===== src/rtl/qms_pwr_seq_pkg.sv =====
// qms_pkg: shared types and helpers for the QMS power-sequence generator.
//   state_t  : controller states IDLE / MUL / HOLD
//   sat_mul  : one saturating multiply step, acc * base, clamped to out_w bits
// QMS_CNT_W / QMS_OUT_W are the widest base / result the helper handles; the
// top-level defaults match them, narrower instances pass their own out_w.
package qms_pkg;

  localparam int QMS_CNT_W  = 8;
  localparam int QMS_OUT_W  = 16;
  localparam int QMS_PROD_W = QMS_CNT_W + QMS_OUT_W;

  typedef enum logic [1:0] {
    IDLE = 2'd0,
    MUL  = 2'd1,
    HOLD = 2'd2
  } state_t;

  typedef struct packed {
    logic [QMS_OUT_W-1:0] acc;
    logic                 ovf;
  } mul_res_t;

  // acc is always below 2^out_w, so any product bit at or above out_w means
  // the true value no longer fits. A sticky ovf keeps the result pinned.
  function automatic mul_res_t sat_mul(input logic [QMS_OUT_W-1:0] acc,
                                       input logic [QMS_CNT_W-1:0] base,
                                       input logic                 ovf,
                                       input int                   out_w);
    mul_res_t              res;
    logic [QMS_PROD_W-1:0] p;
    logic [QMS_OUT_W-1:0]  ones;
    p    = QMS_PROD_W'(acc) * QMS_PROD_W'(base);
    ones = {QMS_OUT_W{1'b1}} >> (QMS_OUT_W - out_w);
    if (ovf || ((p >> out_w) != '0)) begin
      res.acc = ones;
      res.ovf = 1'b1;
    end else begin
      res.acc = p[QMS_OUT_W-1:0];
      res.ovf = 1'b0;
    end
    return res;
  endfunction

endpackage


===== src/rtl/qms_pwr_seq_if.sv =====
// qms_pwr_seq_if: result channel of the power-sequence generator.
//   Dout   : result word, stable while Dvalid is high
//   Dvalid : result valid
//   Dready : consumer accepts
//   sat    : Dout was clamped
// master = producer (generator), slave = consumer.
interface qms_pwr_seq_if
  import qms_pkg::*;
#(
  parameter int OUT_W = QMS_OUT_W
);
  logic [OUT_W-1:0] Dout;
  logic             Dvalid;
  logic             Dready;
  logic             sat;

  modport master (output Dout, output Dvalid, output sat, input Dready);
  modport slave  (input Dout, input Dvalid, input sat, output Dready);
endinterface


===== src/rtl/qms_pwr_seq_rst_sync.sv =====
// qms_rst_sync: reset synchronizer, asynchronous assert, synchronous deassert.
//   clk        : destination clock
//   arst_n     : raw asynchronous active-low reset
//   rst_n_sync : internal reset, low immediately with arst_n, high after
//                SYNC_STAGES rising edges of clk with arst_n high
module qms_rst_sync #(
  parameter int SYNC_STAGES = 2
) (
  input  logic clk,
  input  logic arst_n,
  output logic rst_n_sync
);

  logic [SYNC_STAGES-1:0] sync_q;

  always_ff @(posedge clk or negedge arst_n) begin
    if (!arst_n) begin
      sync_q <= '0;
    end else begin
      sync_q <= {sync_q[SYNC_STAGES-2:0], 1'b1};
    end
  end

  assign rst_n_sync = sync_q[SYNC_STAGES-1];

endmodule


===== src/rtl/qms_pwr_seq.sv =====
// qms_pwr_seq: wrapping base counter feeding a sequential saturating
// multiplier that produces cnt^exp, one multiply per cycle.
//   CLK, aRSTn : clock, asynchronous active-low reset (synchronized inside)
//   en         : start request, sampled only in IDLE
//   exp        : exponent, captured at start
//   limit      : last counter value before wrapping to 0
//   cnt        : current base counter value
//   bus        : result channel (Dout / Dvalid / Dready / sat)
module qms_pwr_seq
  import qms_pkg::*;
#(
  parameter int CNT_W       = QMS_CNT_W,
  parameter int EXP_W       = 3,
  parameter int OUT_W       = QMS_OUT_W,
  parameter int SYNC_STAGES = 2
) (
  input  logic              CLK,
  input  logic              aRSTn,
  input  logic              en,
  input  logic [EXP_W-1:0]  exp,
  input  logic [CNT_W-1:0]  limit,
  output logic [CNT_W-1:0]  cnt,
  qms_pwr_seq_if.master     bus
);

  logic rst_n;

  qms_rst_sync #(.SYNC_STAGES(SYNC_STAGES)) u_rst_sync (
    .clk        (CLK),
    .arst_n     (aRSTn),
    .rst_n_sync (rst_n)
  );

  state_t           state_q, state_d;
  logic [CNT_W-1:0] base_q, base_d;
  logic [EXP_W-1:0] rem_q, rem_d;
  logic [OUT_W-1:0] acc_q, acc_d;
  logic             ovf_q, ovf_d;
  logic [CNT_W-1:0] cnt_q, cnt_d;
  logic [OUT_W-1:0] dout_q, dout_d;
  logic             dvalid_q, dvalid_d;
  logic             sat_q, sat_d;
  mul_res_t         mul;

  always_ff @(posedge CLK or negedge rst_n) begin
    if (!rst_n) begin
      state_q  <= IDLE;
      base_q   <= '0;
      rem_q    <= '0;
      acc_q    <= '0;
      ovf_q    <= 1'b0;
      cnt_q    <= '0;
      dout_q   <= '0;
      dvalid_q <= 1'b0;
      sat_q    <= 1'b0;
    end else begin
      state_q  <= state_d;
      base_q   <= base_d;
      rem_q    <= rem_d;
      acc_q    <= acc_d;
      ovf_q    <= ovf_d;
      cnt_q    <= cnt_d;
      dout_q   <= dout_d;
      dvalid_q <= dvalid_d;
      sat_q    <= sat_d;
    end
  end

  always_comb begin
    state_d  = state_q;
    base_d   = base_q;
    rem_d    = rem_q;
    acc_d    = acc_q;
    ovf_d    = ovf_q;
    cnt_d    = cnt_q;
    dout_d   = dout_q;
    dvalid_d = dvalid_q;
    sat_d    = sat_q;
    mul      = sat_mul(QMS_OUT_W'(acc_q), QMS_CNT_W'(base_q), ovf_q, OUT_W);
    unique case (state_q)
      IDLE: begin
        if (en) begin
          base_d  = cnt_q;
          rem_d   = exp;
          acc_d   = OUT_W'(1);
          ovf_d   = 1'b0;
          state_d = MUL;
        end
      end
      MUL: begin
        // rem counts the multiplies still owed; reaching 0 publishes acc.
        if (rem_q != '0) begin
          acc_d = mul.acc[OUT_W-1:0];
          ovf_d = mul.ovf;
          rem_d = rem_q - 1'b1;
        end else begin
          dout_d   = acc_q;
          sat_d    = ovf_q;
          dvalid_d = 1'b1;
          state_d  = HOLD;
        end
      end
      HOLD: begin
        // >= so that lowering limit below cnt wraps at the next handshake.
        if (dvalid_q && bus.Dready) begin
          dvalid_d = 1'b0;
          cnt_d    = (cnt_q >= limit) ? '0 : cnt_q + 1'b1;
          state_d  = IDLE;
        end
      end
      default: state_d = IDLE;
    endcase
  end

  assign cnt        = cnt_q;
  assign bus.Dout   = dout_q;
  assign bus.Dvalid = dvalid_q;
  assign bus.sat    = sat_q;

endmodule


===== src/flat_wrapper.sv =====
// flat-port wrapper written by rule: the top's interface ports become plain ports
module qms_pwr_seq_flat import qms_pkg::*;
#(
  parameter int CNT_W       = QMS_CNT_W,
  parameter int EXP_W       = 3,
  parameter int OUT_W       = QMS_OUT_W,
  parameter int SYNC_STAGES = 2
)
  (CLK, aRSTn, en, exp, limit, cnt, bus_Dout, bus_Dvalid, bus_sat, bus_Dready);
  qms_pwr_seq_if #(.OUT_W(OUT_W)) bus_i ();
  input  logic CLK;
  input  logic aRSTn;
  input  logic en;
  input  logic [EXP_W-1:0] exp;
  input  logic [CNT_W-1:0] limit;
  output logic [CNT_W-1:0] cnt;
  output wire logic [$bits(bus_i.Dout)-1:0] bus_Dout;
  output wire logic [$bits(bus_i.Dvalid)-1:0] bus_Dvalid;
  output wire logic [$bits(bus_i.sat)-1:0] bus_sat;
  input wire logic [$bits(bus_i.Dready)-1:0] bus_Dready;
  assign bus_Dout = bus_i.Dout;
  assign bus_Dvalid = bus_i.Dvalid;
  assign bus_sat = bus_i.sat;
  assign bus_i.Dready = bus_Dready;
  qms_pwr_seq #(.CNT_W(CNT_W), .EXP_W(EXP_W), .OUT_W(OUT_W), .SYNC_STAGES(SYNC_STAGES)) u_core (.CLK(CLK), .aRSTn(aRSTn), .en(en), .exp(exp), .limit(limit), .cnt(cnt), .bus(bus_i));
endmodule

===== config.mk =====
export PLATFORM = sky130hd
export DESIGN_NAME = qms_pwr_seq_flat
export DESIGN_NICKNAME = d
export VERILOG_FILES = /design/src/rtl/qms_pwr_seq_pkg.sv /design/src/rtl/qms_pwr_seq_if.sv /design/src/rtl/qms_pwr_seq_rst_sync.sv /design/src/rtl/qms_pwr_seq.sv /design/src/flat_wrapper.sv
export SDC_FILE = /design/constraint.sdc
export NUM_CORES = 1
export LEC_CHECK = 0
export BUFFER_PORTS_ARGS = -buffer_cell sky130_fd_sc_hd__buf_4
export CAP_MARGIN = 20
export CELL_PAD_IN_SITES_DETAIL_PLACEMENT = 0
export CELL_PAD_IN_SITES_GLOBAL_PLACEMENT = 1
export CORE_AREA = 10 10 173 94
export DETAILED_ROUTE_END_ITERATION = 10
export DIE_AREA = 0 0 183 104
export PLACE_DENSITY_LB_ADDON = 0.3
export SLEW_MARGIN = 25
export SYNTH_ARGS = -nofsm -noshare
export SYNTH_HDL_FRONTEND = slang
export SYNTH_SLANG_ARGS = --single-unit

===== constraint.sdc =====
create_clock -name CLK -period 3.1 [get_ports CLK]
set_clock_uncertainty 0.1 [all_clocks]
set_input_delay 0 -clock CLK [delete_from_list [all_inputs] [get_ports CLK]]
set_output_delay 0 -clock CLK [all_outputs]
set_load 0.005 [all_outputs]

* Yosys cells after proc, flatten, opt, wreduce, memory -nomap -nowiden
Index checks and enable logic that the tools add are counted.
** Cells by class
- $add $sub $neg :: 2
- Multipliers :: 1
- Equality and inequality tests :: 6
- Magnitude comparators :: 1
- Reductions and logical operators :: 13
- Multiplexer cells :: 18
- Bitwise operators :: 1
** Operator list (number)
- 2-to-1 mux 16 bit :: 2
- one-hot mux 16 bit (2 select lines) :: 1
- multiplier 16 x 8 -> 24 bit :: 1
- nonzero test 24 bit :: 1
- 2-to-1 mux 17 bit :: 1
- AND reduction 3 bit :: 3
- adder 8 x 1 -> 8 bit (second input constant) :: 1
- >= comparator 8 bit :: 1
- 2-to-1 mux 8 bit :: 1
- 2-to-1 mux 2 bit :: 3
- 2-to-1 mux 3 bit :: 2
- one-hot mux 2 bit (3 select lines) :: 1
- one-hot mux 3 bit (2 select lines) :: 1
- AND reduction 2 bit :: 3
- 2-to-1 mux 1 bit :: 4
- != test 2 x 1 -> 1 bit (second input constant) :: 2
- != test 2 bit (second input constant) :: 2
- one-hot mux 1 bit (2 select lines) :: 2
- nonzero test 2 bit :: 2
- nonzero test 3 bit :: 1
- subtractor 3 x 1 -> 3 bit (second input constant) :: 1
- equality test 2 x 1 -> 1 bit (second input constant) :: 1
- equality test 2 bit (second input constant) :: 1
- logical NOT 2 bit :: 1
- other kinds (3) :: 3
** Storage, ports and cells
- Bits of input ports :: 15
- Register bits after elaboration :: 58

* Logic depth before layout (Yosys ltp)
Gate-level depths: netlist (run 1).
- Depth after elaboration :: 6
- Gate-level depth with buffers :: 20
- Gate-level depth less buffers :: 18

* Modules after synthesis
A second synthesis (run 1) with hierarchy kept.
** Unflattened totals
- Cell total of the unflattened synthesis :: 740
- Area total of the unflattened synthesis :: 6809.0 um^2
** Modules (own cells, without submodules)
- qms_pwr_seq :: area an instance 6755.2 um^2, instances 1, cells an instance 737, seq. area each 1401.3 um^2
- qms_rst_sync :: area an instance 53.8 um^2, instances 1, cells an instance 3, seq. area each 50.0 um^2

* Worst setup path before layout (run 1)
OpenSTA, ideal clock, no wires.
- Kind :: reg-to-reg
- Start :: reg u_core.base_q[7]
- End :: reg u_core.acc_q[10]
- Data arrival time :: 5.182 ns
- Buffers on the path :: 2
- Path slack :: -2.311 ns
- Library setup time :: 0.129 ns
- Stages on the path, launching flop included :: 19
- Data required time :: 2.871 ns
- Period minus slack after synthesis :: 5.411 ns
- Cells stage by stage :: dfrtp_1 > clkbuf_1 > and2_1 > fa_1 > fa_1 > fa_1 > inv_1 > fa_1 > inv_1 > ha_1 > and3_1 > nand2_1 > a211o_2 > a21oi_1 > nor2b_1 > a2111o_1 > a2111oi_4 > buf_6 > a31oi_1
** Between the ends
- Longest elaborated chain between the ends :: 6
** RTL lines
- start: declaration :: RTL line qms_pwr_seq.sv:35 : logic [CNT_W-1:0] base_q, base_d;
- start signal: assignment :: RTL line qms_pwr_seq.sv:58 : base_q <= base_d;
- multiplier 16 x 8 -> 24 bit (*) :: RTL line qms_pwr_seq_pkg.sv:32 : p = QMS_PROD_W'(acc) * QMS_PROD_W'(base);
- nonzero test 24 bit :: RTL line qms_pwr_seq_pkg.sv:34 : if (ovf || ((p >> out_w) != '0)) begin
- logical OR 1 bit :: RTL line qms_pwr_seq_pkg.sv:34
- 2-to-1 mux 17 bit (*) :: RTL line qms_pwr_seq_pkg.sv:34
- 2-to-1 mux 16 bit (*) :: RTL line qms_pwr_seq.sv:92 : if (rem_q != '0) begin
- one-hot mux 16 bit (2 select lines) (*) :: RTL line qms_pwr_seq.sv:80 : unique case (state_q)
- end signal: assignment :: RTL line qms_pwr_seq.sv:50 : acc_q <= '0;
- end signal: assignment :: RTL line qms_pwr_seq.sv:60 : acc_q <= acc_d;
- end: declaration :: RTL line qms_pwr_seq.sv:37 : logic [OUT_W-1:0] acc_q, acc_d;
Mark *: on every way between the ends. The rest lies on a longest branch, timed or not. The select of a mux whose other input is x is not followed.
A chain may end at the register's enable or synchronous reset.

* Final worst setup path (run 1)
- Start :: reg u_core.base_q[2]
- End :: reg u_core.acc_q[3]
The elaborated chain is that of the path after synthesis.

==> impl_metrics.yaml, run 1 <==
outcome:
  status: "complete, but fails checks"
  violations: "setup timing"
timing:
  fin_crit_sh_pct: 172.6
  worst_pin_slew_ps: 975.5
  slew_viol_final: 0
  slew-limit-headroom_pct: 34.81
  max_freq_ghz: 0.1869
  hold_ws_ps: 185.5
  setup_slack_ps: -2249
  final.min_clock_period_ps: 5349
  setup_viol: 17
  hold_violations: 0
  rsz0062_at_grt: "true"
floorplanning:
  io_pins: 41
  die_y_um: 104
  dieArea_um2: 19030
  dieWidth_um: 183
  start_util_pct: 52.17
  rows: 30
  core_um2: 13290
place:
  numPortBuffers: 40
  dp.cells: 1044
  dp_hpwl_mm: 16.56
  place_worst_setup_slack_ps: -2425
  gp_congestion: 0.9210
worst_setup_path:
  crit_arrival_ps: 5450
  path_class: "reg2reg"
  worst_setup_path_start_kind: "flip-flop"
  end_kind: "flip-flop"
  worst-path-max-fanout: 8
  reg2reg_depth: 18
  cp.required_ps: 3200
power_and_ir_drop:
  seqPwrFrac_pct: 21.8
  p_comb_share_pct: 61.6
  ir_drop_mv: 0.5378
  p_leak_nw: 4.491
  power_density_nw_per_um2: 750.0
  switching_share_pct: 43.32
  pwr-share-clk_pct: 16.6
  p_int_w: 0.003826
  power.switching_w: 0.002923
global_route:
  grt_use_total_pct: 21.73
  grt_pass1_wl_mm: 33.29
  grt_max_degree: 41
  antenna_found_initial: 0
  gr-total-overflow: 0
  grt_pass1_vias: 6098
synth:
  synth_cell_type_count: 56
  syn_nets: 911
  synth_area_per_cell_um2: 9.157
  ys_warn_count: 0
  syn_inst: 757
  synth_area_leaders: "fa_1 24%, dfrtp_1 21%, ha_1 9.9%"
  synth_top_cell_area_share_pct: 24.26
  synthesis.area_um2: 6932
  ys_ff_latch: 58
  async_flop_share_pct: 100.0
  synth_edf_count: 0
  synth.most_common_cell: "inv_1"
  synth_ff_type: "dfrtp_1"
  synthTopCellsByCount: "108 x inv_1, 103 x and2_1, 84 x fa_1"
  synth_largest_area_cell: "fa_1"
  synth-seq-area-share_pct: 20.94
clock_tree:
  path_clk_slew_ps: 50
  cts.sinks: 58
  h-tree-depth: 3
  clock_path_buffers: 2
  worstSkewPairLatency_ps: 340
  cts-root-buf: "clkbuf_16"
  cts_buffers: 9
  cts_tree: "built"
final_layout:
  final_nets: 1056
  antenna_cells: 0
  final_cells: 1083
  final_layout_size_suffix_gt1_share_pct: 31.42
  final_core_util_pct: 67.72
  areaGrowthSynthToFinish_pct: 29.82
routing:
  ant_nets: 0
  viasPerCell: 5.668
  postRouteWirelength_mm: 21.10
  wire_per_inst_um: 19.48
  drc_errors: 0
  via_count: 6138
  drt_iter0_drc: 627
  first_pass_iters: 6
worst_hold_path:
  min_path_cells: 4
  hp-class: "in2reg"
run:
  maxCapViolCount: 0
## flip-flops by register name (all words and copies together) (netlist names)
name and flops:
u_core.acc_q 16, u_core.bus.Dout 16, u_core.base_q 8, u_core.cnt 8, u_core.rem_q 3, u_core.state_q 2
u_core.u_rst_sync.sync_q 2, u_core.bus.Dvalid 1, u_core.bus.sat 1, u_core.ovf_q 1
## cell usage in the layout (no fill, tap or decap), types with 11 or more instances in the layout
master | Yosys | layout
dfrtp_2 | 0 | 15
dfrtp_1 | 58 | 43
o21ai_0 | 17 | 11
mux2_2 | 19 | 18
fa_1 | 84 | 78
and2_1 | 103 | 95
nor2_1 | 23 | 22
buf_4 | 3 | 153
xnor2_1 | 13 | 13
ha_1 | 55 | 45
a21oi_1 | 53 | 43
inv_1 | 108 | 102
nand2_1 | 77 | 73
a31oi_1 | 12 | 11
## per-layer routing
layer	vias to the layer above	track usage [%]	part of all wire (%)
li1	2732	-	-
met2	316	29.60	41
met1	3063	33.46	47
met3	27	5.823	11
met5	-	0	0
met4	0	3.432	1.2
## stage by stage
stage / setup TNS [ps] / power, W / instance area, µm²
floorplan: -30730 / 0.003611 / 7134
global placement: -37850 / 0.004992 / 8195
detailed placement: -39300 / 0.005114 / 8195
CTS: -35610 / 0.006349 / 8667
global route: -38860 / 0.007199 / 8999
finish: -37040 / 0.006749 / 8999
## kinds of logic after synthesis
kind of cell | after synthesis | synth area share, %
buffers and inverters | 142 | 8.899
XOR/XNOR | 17 | 2.148
adder cells (fa/ha/maj) | 139 | 34.19
flip-flops | 58 | 20.94
other | 1 | 0.05410
AND/OR/NAND/NOR | 264 | 20.05
multiplexers | 21 | 3.376
AO/OA/AOI/OAI | 115 | 10.34
## area by class of cell
type	instances	area, µm²
inverter	108	405.4
fill	1038	4289
multi-input combinational	557	5233
clock buffer	12	256.5
timing repair buffer	168	1340
sequential	58	1470
tap	176	220.2
clock inverter	4	73.82
## worst max-delay path: stages (launching register included)
cell and delay (ps):
dfrtp_2 420, buf_12 140, and2_1 170, fa_1 580, fa_2 480, fa_1 520, inv_1 60, fa_1 510
inv_2 60, ha_4 290, buf_4 110, nand4_1 110, a21oi_2 160, o21ai_2 110, a311o_1 410, a221oi_4 380
o21ai_4 160, nor4_2 320, a21oi_1 120
## final timing paths
kind	endpoint	start	slack, ps
min in group asynchronous	u_core.state_q[0]	u_core.u_rst_sync.sync_q[1]	310
max	u_core.acc_q[3]	u_core.base_q[2]	-2250
max reg2reg	u_core.acc_q[3]	u_core.base_q[2]	-2250
max in group asynchronous	u_core.base_q[7]	u_core.u_rst_sync.sync_q[1]	1800
min	u_core.base_q[2]	en	190
min reg2reg	u_core.u_rst_sync.sync_q[1]	u_core.u_rst_sync.sync_q[0]	250
## power groups by stage
stage               clock [W]  combinational [W]  sequential (W)
finish                0.00112            0.00416         0.00147
global route          0.00116            0.00453         0.00151
CTS                   0.00113            0.00377         0.00145
detailed placement          0            0.00365         0.00146
global placement            0            0.00355         0.00144
floorplan                   0            0.00232         0.00129
## what timing repair did
action / CTS / global route
resized for setup: 18 / 56
hold endpoints to repair: 6 / 0
hold buffers: 6 / 0
gates cloned: 0 / 1
pin swaps: 0 / 7
buffers inserted: 3 / 13
endpoints found under the setup margin: 17 / 17
(Power assumes the default switching activity.)
==> inputs of run 2 (changes only) <==
Settings changed: CORE_AREA 10 10 173 94 to 10 10 180 98, DIE_AREA 0 0 183 104 to 0 0 190 108.
Clock period 3.1 ns to 5.6 ns, I/O delays scaled along.
==> run 2 against run 1 <==
Net effect:
- the flow now finishes without violations
- critical path depth up 4
- power down 47%
- hold slack worse by 11 ps
- wire length down 3.4%
- sequential share of layout area up 0.56 points
- final cell count down 0.65%
- sequential power down 44%
- critical endpoint is now u_core.acc_q[9]
==> impl_metrics.yaml, run 2 (same netlist as run 1, synthesis figures left out) <==
outcome:
  status: "completed"
floorplanning:
  die_y_um: 108
  start_util_pct: 46.92
  core_um2: 14770
  dieWidth_um: 190
  io_pins: 41
  dieArea_um2: 20520
  rows: 32
final_layout:
  final_nets: 1021
  antenna_cells: 0
  final_common_cell: "buf_4"
  final_cell_mix: "118 x buf_4, 107 x inv_1, 103 x and2_1"
  areaGrowthSynthToFinish_pct: 25.42
  final_layout_size_suffix_gt1_share_pct: 25.92
worst_setup_path:
  r2r_end: "u_core.acc_q[9]"
  path_delay_family: "adder cells"
  cp.depth: 22
  startpoint: "u_core.base_q[4]"
  r2r-start: "u_core.base_q[4]"
  crit_slowest_cell: "fa_1"
  path_class: "reg2reg"
  crit_end: "u_core.acc_q[9]"
  slowest_delay_ps: 560
  cp.required_ps: 5710
  end_kind: "flip-flop"
  worst_setup_path_start_kind: "flip-flop"
  critPathBufInv: 9
  reg2reg_depth: 22
  worst-path-max-fanout: 8
  reg2reg_slack_ps: 140
  crit_path_frequent_cell: "buf_4"
  cp_cell_sequence: "buf_4 -> buf_4 -> and2_1 -> fa_1 -> inv_1 -> fa_1 -> fa_1 -> inv_1 -> fa_2 -> ha_4 -> nand2_1 -> o21ai_2 -> buf_4 -> buf_4 -> nor4_2 -> nor2_1 -> a211oi_4 -> buf_4 -> a2111oi_4 -> buf_4 -> clkbuf_16 -> a31oi_1"
  crit_arrival_ps: 5570
routing:
  drc_errors: 0
  first_pass_iters: 5
  drt_iter0_drc: 542
  via_count: 5878
  viasPerCell: 5.463
  ant_nets: 0
  postRouteWirelength_mm: 20.39
  wire_per_inst_um: 18.95
timing:
  setup_slack_ps: 140.6
  max_freq_ghz: 0.1832
  final.min_clock_period_ps: 5459
  slew-limit-headroom_pct: 31.14
  worst_pin_slew_ps: 1030
  hold_violations: 0
  slew_viol_final: 0
  setup_viol: 0
  hold_ws_ps: 174.9
  fin_crit_sh_pct: 97.49
place:
  gp_congestion: 0.9057
  place_worst_setup_slack_ps: -209.5
  dp_hpwl_mm: 16.29
  numPortBuffers: 40
clock_tree:
  worstSkewPairLatency_ps: 340
  h-tree-depth: 3
  cts_buffers: 9
  cts-root-buf: "clkbuf_16"
  cts_tree: "built"
  clock_path_buffers: 2
  path_clk_slew_ps: 60
  cts.sinks: 58
worst_hold_path:
  hp-class: "in2reg"
global_route:
  antenna_found_initial: 0
  grt_pass1_wl_mm: 32.78
  gr-total-overflow: 0
  grt_pass1_vias: 5887
  grt_use_total_pct: 20.28
  grt_max_degree: 57
power_and_ir_drop:
  ir_drop_mv: 0.2486
  p_total_w: 0.003572
  power_density_nw_per_um2: 410.8
  p_leak_nw: 4.290
run:
  maxCapViolCount: 0
[run 2: changes by cell type in the layout (fill, tap and decap cells not counted), sizes merged]
cell,previous run,this run
buf,160,125
clkbuf,14,12
clkinv,2,1
inv,108,109
clkinvlp,0,2
[run 2: timing repair]
action / in CTS / in global routing
cloned: 0 / 1
resized for setup: 14 / 58
hold buffers: 6 / 0
hold endpoints to repair: 6 / 0
pin swaps: 1 / 20
buffers inserted: 0 / 16
endpoints found under the setup margin: 17 / 17
[run 2: cell type report]
cell class	instances	area [µm²]
fill	1262	6081
multi-input combinational	557	5140
sequential	58	1469
timing repair buffer	133	1096
inverter	108	405.4
tap	204	255.2
clock buffer	10	239.0
clock inverter	6	88.84
[run 2: worst min path at each step]
stage | from | end | slack, ps | cells after the start
after floorplan | aRSTn | u_core.u_rst_sync.sync_q[0] | -400 | 0
after global placement | aRSTn | u_core.u_rst_sync.sync_q[0] | -320 | 1
after detailed placement | aRSTn | u_core.u_rst_sync.sync_q[0] | -320 | 1
after CTS | en | u_core.base_q[4] | 160 | 4
after global routing | en | u_core.base_q[3] | 220 | 4
final | en | u_core.base_q[5] | 170 | 4
[run 2: stage by stage]
stage	TNS (ps)	util, %	instances	area (µm²)
final	0	58.84	1076	8693
after global routing	-479.7	58.84	1076	8693
after global placement	-2175	52.93	1036	7820
after floorplan	0	-	757	6932
after CTS	0	55.93	1058	8263
after detailed placement	-659.0	52.93	1036	7820
[run 2: layer usage]
layer | share of wire, % | track usage [%] | vias to the layer above
li1 | - | - | 2670
met1 | 52 | 32.57 | 2968
met2 | 39 | 26.41 | 224
met3 | 8.4 | 5.045 | 16
met4 | 0.87 | 3.322 | 0
met5 | 0 | 0 | -
[run 2: power by group]
group          internal, W  switching, W  leakage, nW
sequential        0.000591      0.000233        0.713
combinational     0.000990       0.00114         3.42
clock             0.000402      0.000218        0.155
total              0.00198       0.00159         4.29
[run 2: worst reg2reg max path: stages (launching register included)]
cell and delay [ps]:
dfrtp_2 460, buf_4 160, buf_4 150, and2_1 160, fa_1 540, inv_1 50
fa_1 470, fa_1 560, inv_1 70, fa_2 490, ha_4 330, nand2_1 90
o21ai_2 200, buf_4 150, buf_4 130, nor4_2 50, nor2_1 170, a211oi_4 70
buf_4 150, a2111oi_4 380, buf_4 200, clkbuf_16 140, a31oi_1 70
==> inputs of run 3 (changes only) <==
Settings changed: CORE_AREA 10 10 180 98 to 10 10 225 120, DIE_AREA 0 0 190 108 to 0 0 235 130, GPL_ROUTABILITY_DRIVEN set to 0, SYNTH_HIERARCHICAL set to 1.
==> run 3 against run 2 <==
Net effect:
- highest routed layer unchanged
- hold slack got worse by 34 ps
- critical endpoint is now u_core/acc_q[8]
- non-clock buffer count is 67 lower
- sequential power increased by 1%
- critical path type unchanged
- synthesized cell count shrank 2.2%
- power down 27%
- sequential share of layout area rose by 1.7 points
- register-to-register slack improved by 130 ps
==> impl_metrics.yaml, run 3 <==
synth:
  ys_ff_latch: 58
  synth_top_cell_area_share_pct: 24.70
  synth_simple_gate_area_share_pct: 20.05
  synth_top_family_by_area: "adder cells"
  synthTopCellsByCount: "112 x inv_1, 101 x and2_1, 84 x fa_1"
  synthesis.area_um2: 6809
  synth_cell_type_count: 57
  synth_fa_ha_area_share_pct: 34.80
  synth_mux_area_share_pct: 3.105
  synth-xor-area-share_pct: 1.911
  synth_ff_type: "dfrtp_1"
  synth_area_per_cell_um2: 9.201
  synth_edf_count: 0
  synth-compound-area-share_pct: 10.24
  synth_area_leaders: "fa_1 25%, dfrtp_1 21%, ha_1 10%"
  syn_nets: 894
  synth_largest_area_cell: "fa_1"
  syn_inst: 740
  synth.most_common_cell: "inv_1"
  async_flop_share_pct: 100.0
  synth-seq-area-share_pct: 21.32
  ys_warn_count: 6
clock_tree:
  cts_tree: "built"
  worstSkewPairLatency_ps: 330
  cts-root-buf: "clkbuf_16"
  cts.sinks: 58
  cts_buffers: 9
  h-tree-depth: 3
  path_clk_slew_ps: 50
  clock_path_buffers: 2
place:
  numPortBuffers: 40
  post_dp_cell_area_um2: 7492
  dp_hpwl_mm: 14.60
  dp.cells: 1085
worst_setup_path:
  critPathBufInv: 3
  slowest_delay_ps: 580
  end_kind: "flip-flop"
  worst_setup_path_start_kind: "flip-flop"
  path_delay_family: "adder cells"
  worst-path-max-fanout: 17
  crit_path_frequent_cell: "fa_1"
  r2r_end: "u_core/acc_q[8]"
  crit_arrival_ps: 5430
  path_class: "reg2reg"
  cp_cell_sequence: "and2_1 -> fa_1 -> fa_1 -> fa_1 -> inv_1 -> fa_1 -> inv_1 -> ha_2 -> nand4_1 -> o22ai_2 -> nor4_2 -> a21oi_2 -> mux2i_1 -> o211a_1 -> buf_4 -> nor4b_1 -> o21ai_0"
  crit_slowest_cell: "dfrtp_4"
  reg2reg_depth: 17
  cp.required_ps: 5700
  r2r-start: "u_core/base_q[2]"
  reg2reg_slack_ps: 270
power_and_ir_drop:
  p_leak_nw: 3.905
  ir_drop_mv: 0.1627
  power_density_nw_per_um2: 326.8
final_layout:
  final_layout_size_suffix_gt1_share_pct: 15.62
  final_area_um2: 7938
  final_common_cell: "inv_1"
  antenna_cells: 0
  final_nets: 943
  final_cells: 1109
  areaGrowthSynthToFinish_pct: 16.57
  final_cell_mix: "112 x inv_1, 101 x and2_1, 84 x fa_1"
routing:
  first_pass_iters: 5
  via_count: 5067
  wire_per_inst_um: 16.44
  drc_errors: 0
  ant_nets: 0
  postRouteWirelength_mm: 18.23
  drt_iter0_drc: 259
  viasPerCell: 4.569
timing:
  hold_ws_ps: 140.4
  max_freq_ghz: 0.1877
  rsz0062_at_grt: "false"
  slew-limit-headroom_pct: 29.02
  final.min_clock_period_ps: 5328
  tns_ps: 0
  hold_violations: 0
  setup_viol: 0
  fin_crit_sh_pct: 95.15
  worst_pin_slew_ps: 1061
  slew_viol_final: 0
global_route:
  grt_max_degree: 57
  grt_pass1_wl_mm: 30.01
  grt_pass1_vias: 5211
  grt_use_total_pct: 12.36
  antenna_found_initial: 0
  gr-total-overflow: 0
floorplanning:
  io_pins: 41
  dieArea_um2: 30550
  core_um2: 23370
  die_y_um: 130
  start_util_pct: 29.13
  dieWidth_um: 235
  rows: 40
worst_hold_path:
  hp-class: "in2reg"
  holdPathEnd: "u_core/base_q[6]"
  holdCritStartpoint: "en"
  min_path_cells: 4
outcome:
  status: "completed"
run:
  maxCapViolCount: 0
[run 3: cell count changes after synthesis, moves of 4 or more]
cell / previous run / this run
o21ai_1: 1 / 7
nor3_1: 11 / 5
a41oi_1: 1 / 7
nor4_1: 7 / 1
a21oi_1: 53 / 39
xnor2_1: 13 / 5
o21ai_0: 17 / 23
inv_1: 108 / 112
xor2_1: 4 / 8
a31oi_1: 12 / 6
nand2b_1: 8 / 12
[run 3: layout make-up]
cell class                 count  area (µm²)
timing repair buffer          66       539.3
clock buffer                  12       256.5
fill                        2418       15430
inverter                     112       420.4
clock inverter                 4       51.30
multi-input combinational    542        4802
tap                          315       394.1
sequential                    58        1474
[run 3: cells by family after synthesis]
group / Yosys count
and+or+nand+nor: 257
buffers and inverters: 140
AOI/OAI and AO/OA: 112
muxes: 19
xor gates and xnor gates: 14
other: 1
DFF: 58
adders and majority gates: 139
[run 3: power breakdown]
part	switching (W)	total [W]	internal (W)
clock	0.000197	0.000565	0.000368
combinational	0.000671	0.00120	0.000526
sequential	0.000258	0.000832	0.000574
total	0.00113	0.00259	0.00147
[run 3: worst max path at each step]
stage                     startpoint                to  slack (ps)  cells past startpoint
finish              u_core/base_q[2]   u_core/acc_q[8]         270                     17
floorplan            u_core/acc_q[9]  u_core/acc_q[14]         380                     19
CTS                 u_core/base_q[5]   u_core/acc_q[8]          10                     17
detailed placement  u_core/base_q[2]   u_core/acc_q[8]         -50                     17
global placement    u_core/base_q[3]  u_core/acc_q[10]          30                     17
global route         u_core/acc_q[5]  u_core/acc_q[10]         0.3                     18
[run 3: per-stage QoR]
stage | utilization (%) | worst slack, ps | power, W
CTS | 33.65 | 14.51 | 0.002612
floorplan | - | 378.2 | 0.001532
finish | 33.96 | 271.6 | 0.002594
detailed placement | 32.06 | -46.80 | 0.002025
global placement | 32.06 | 28.37 | 0.002039
global route | 33.96 | 0.2878 | 0.002831
[run 3: worst reg2reg max path: stages (launching register included)]
cell and delay [ps]:
dfrtp_4 580, and2_1 200, fa_1 510, fa_1 520, fa_1 540, inv_1 50, fa_1 530, inv_1 40
ha_2 390, nand4_1 140, o22ai_2 240, nor4_2 60, a21oi_2 240, mux2i_1 300, o211a_1 220, buf_4 160
nor4b_1 260, o21ai_0 110
[run 3: repair_timing]
| action | in CTS | in global routing |
|---|---|---|
| setup endpoints to repair | 9 | 17 |
| pin swaps | 0 | 1 |
| setup buffers | 0 | 1 |
| endpoints found under the hold margin | 7 | 0 |
| gates resized for setup | 4 | 16 |
| hold buffers | 6 | 0 |
| gates cloned | 0 | 0 |
[run 3: layer usage]
layer | wire [µm] | share of wire (%) | vias to the layer above | GRT usage, %
met1 | 11120 | 61 | 2508 | 20.53
met5 | 0 | 0 | - | 0
met3 | 696 | 3.8 | 4 | 2.078
met2 | 6391 | 35 | 89 | 16.01
li1 | - | - | 2466 | -
met4 | 18 | 0.099 | 0 | 1.207
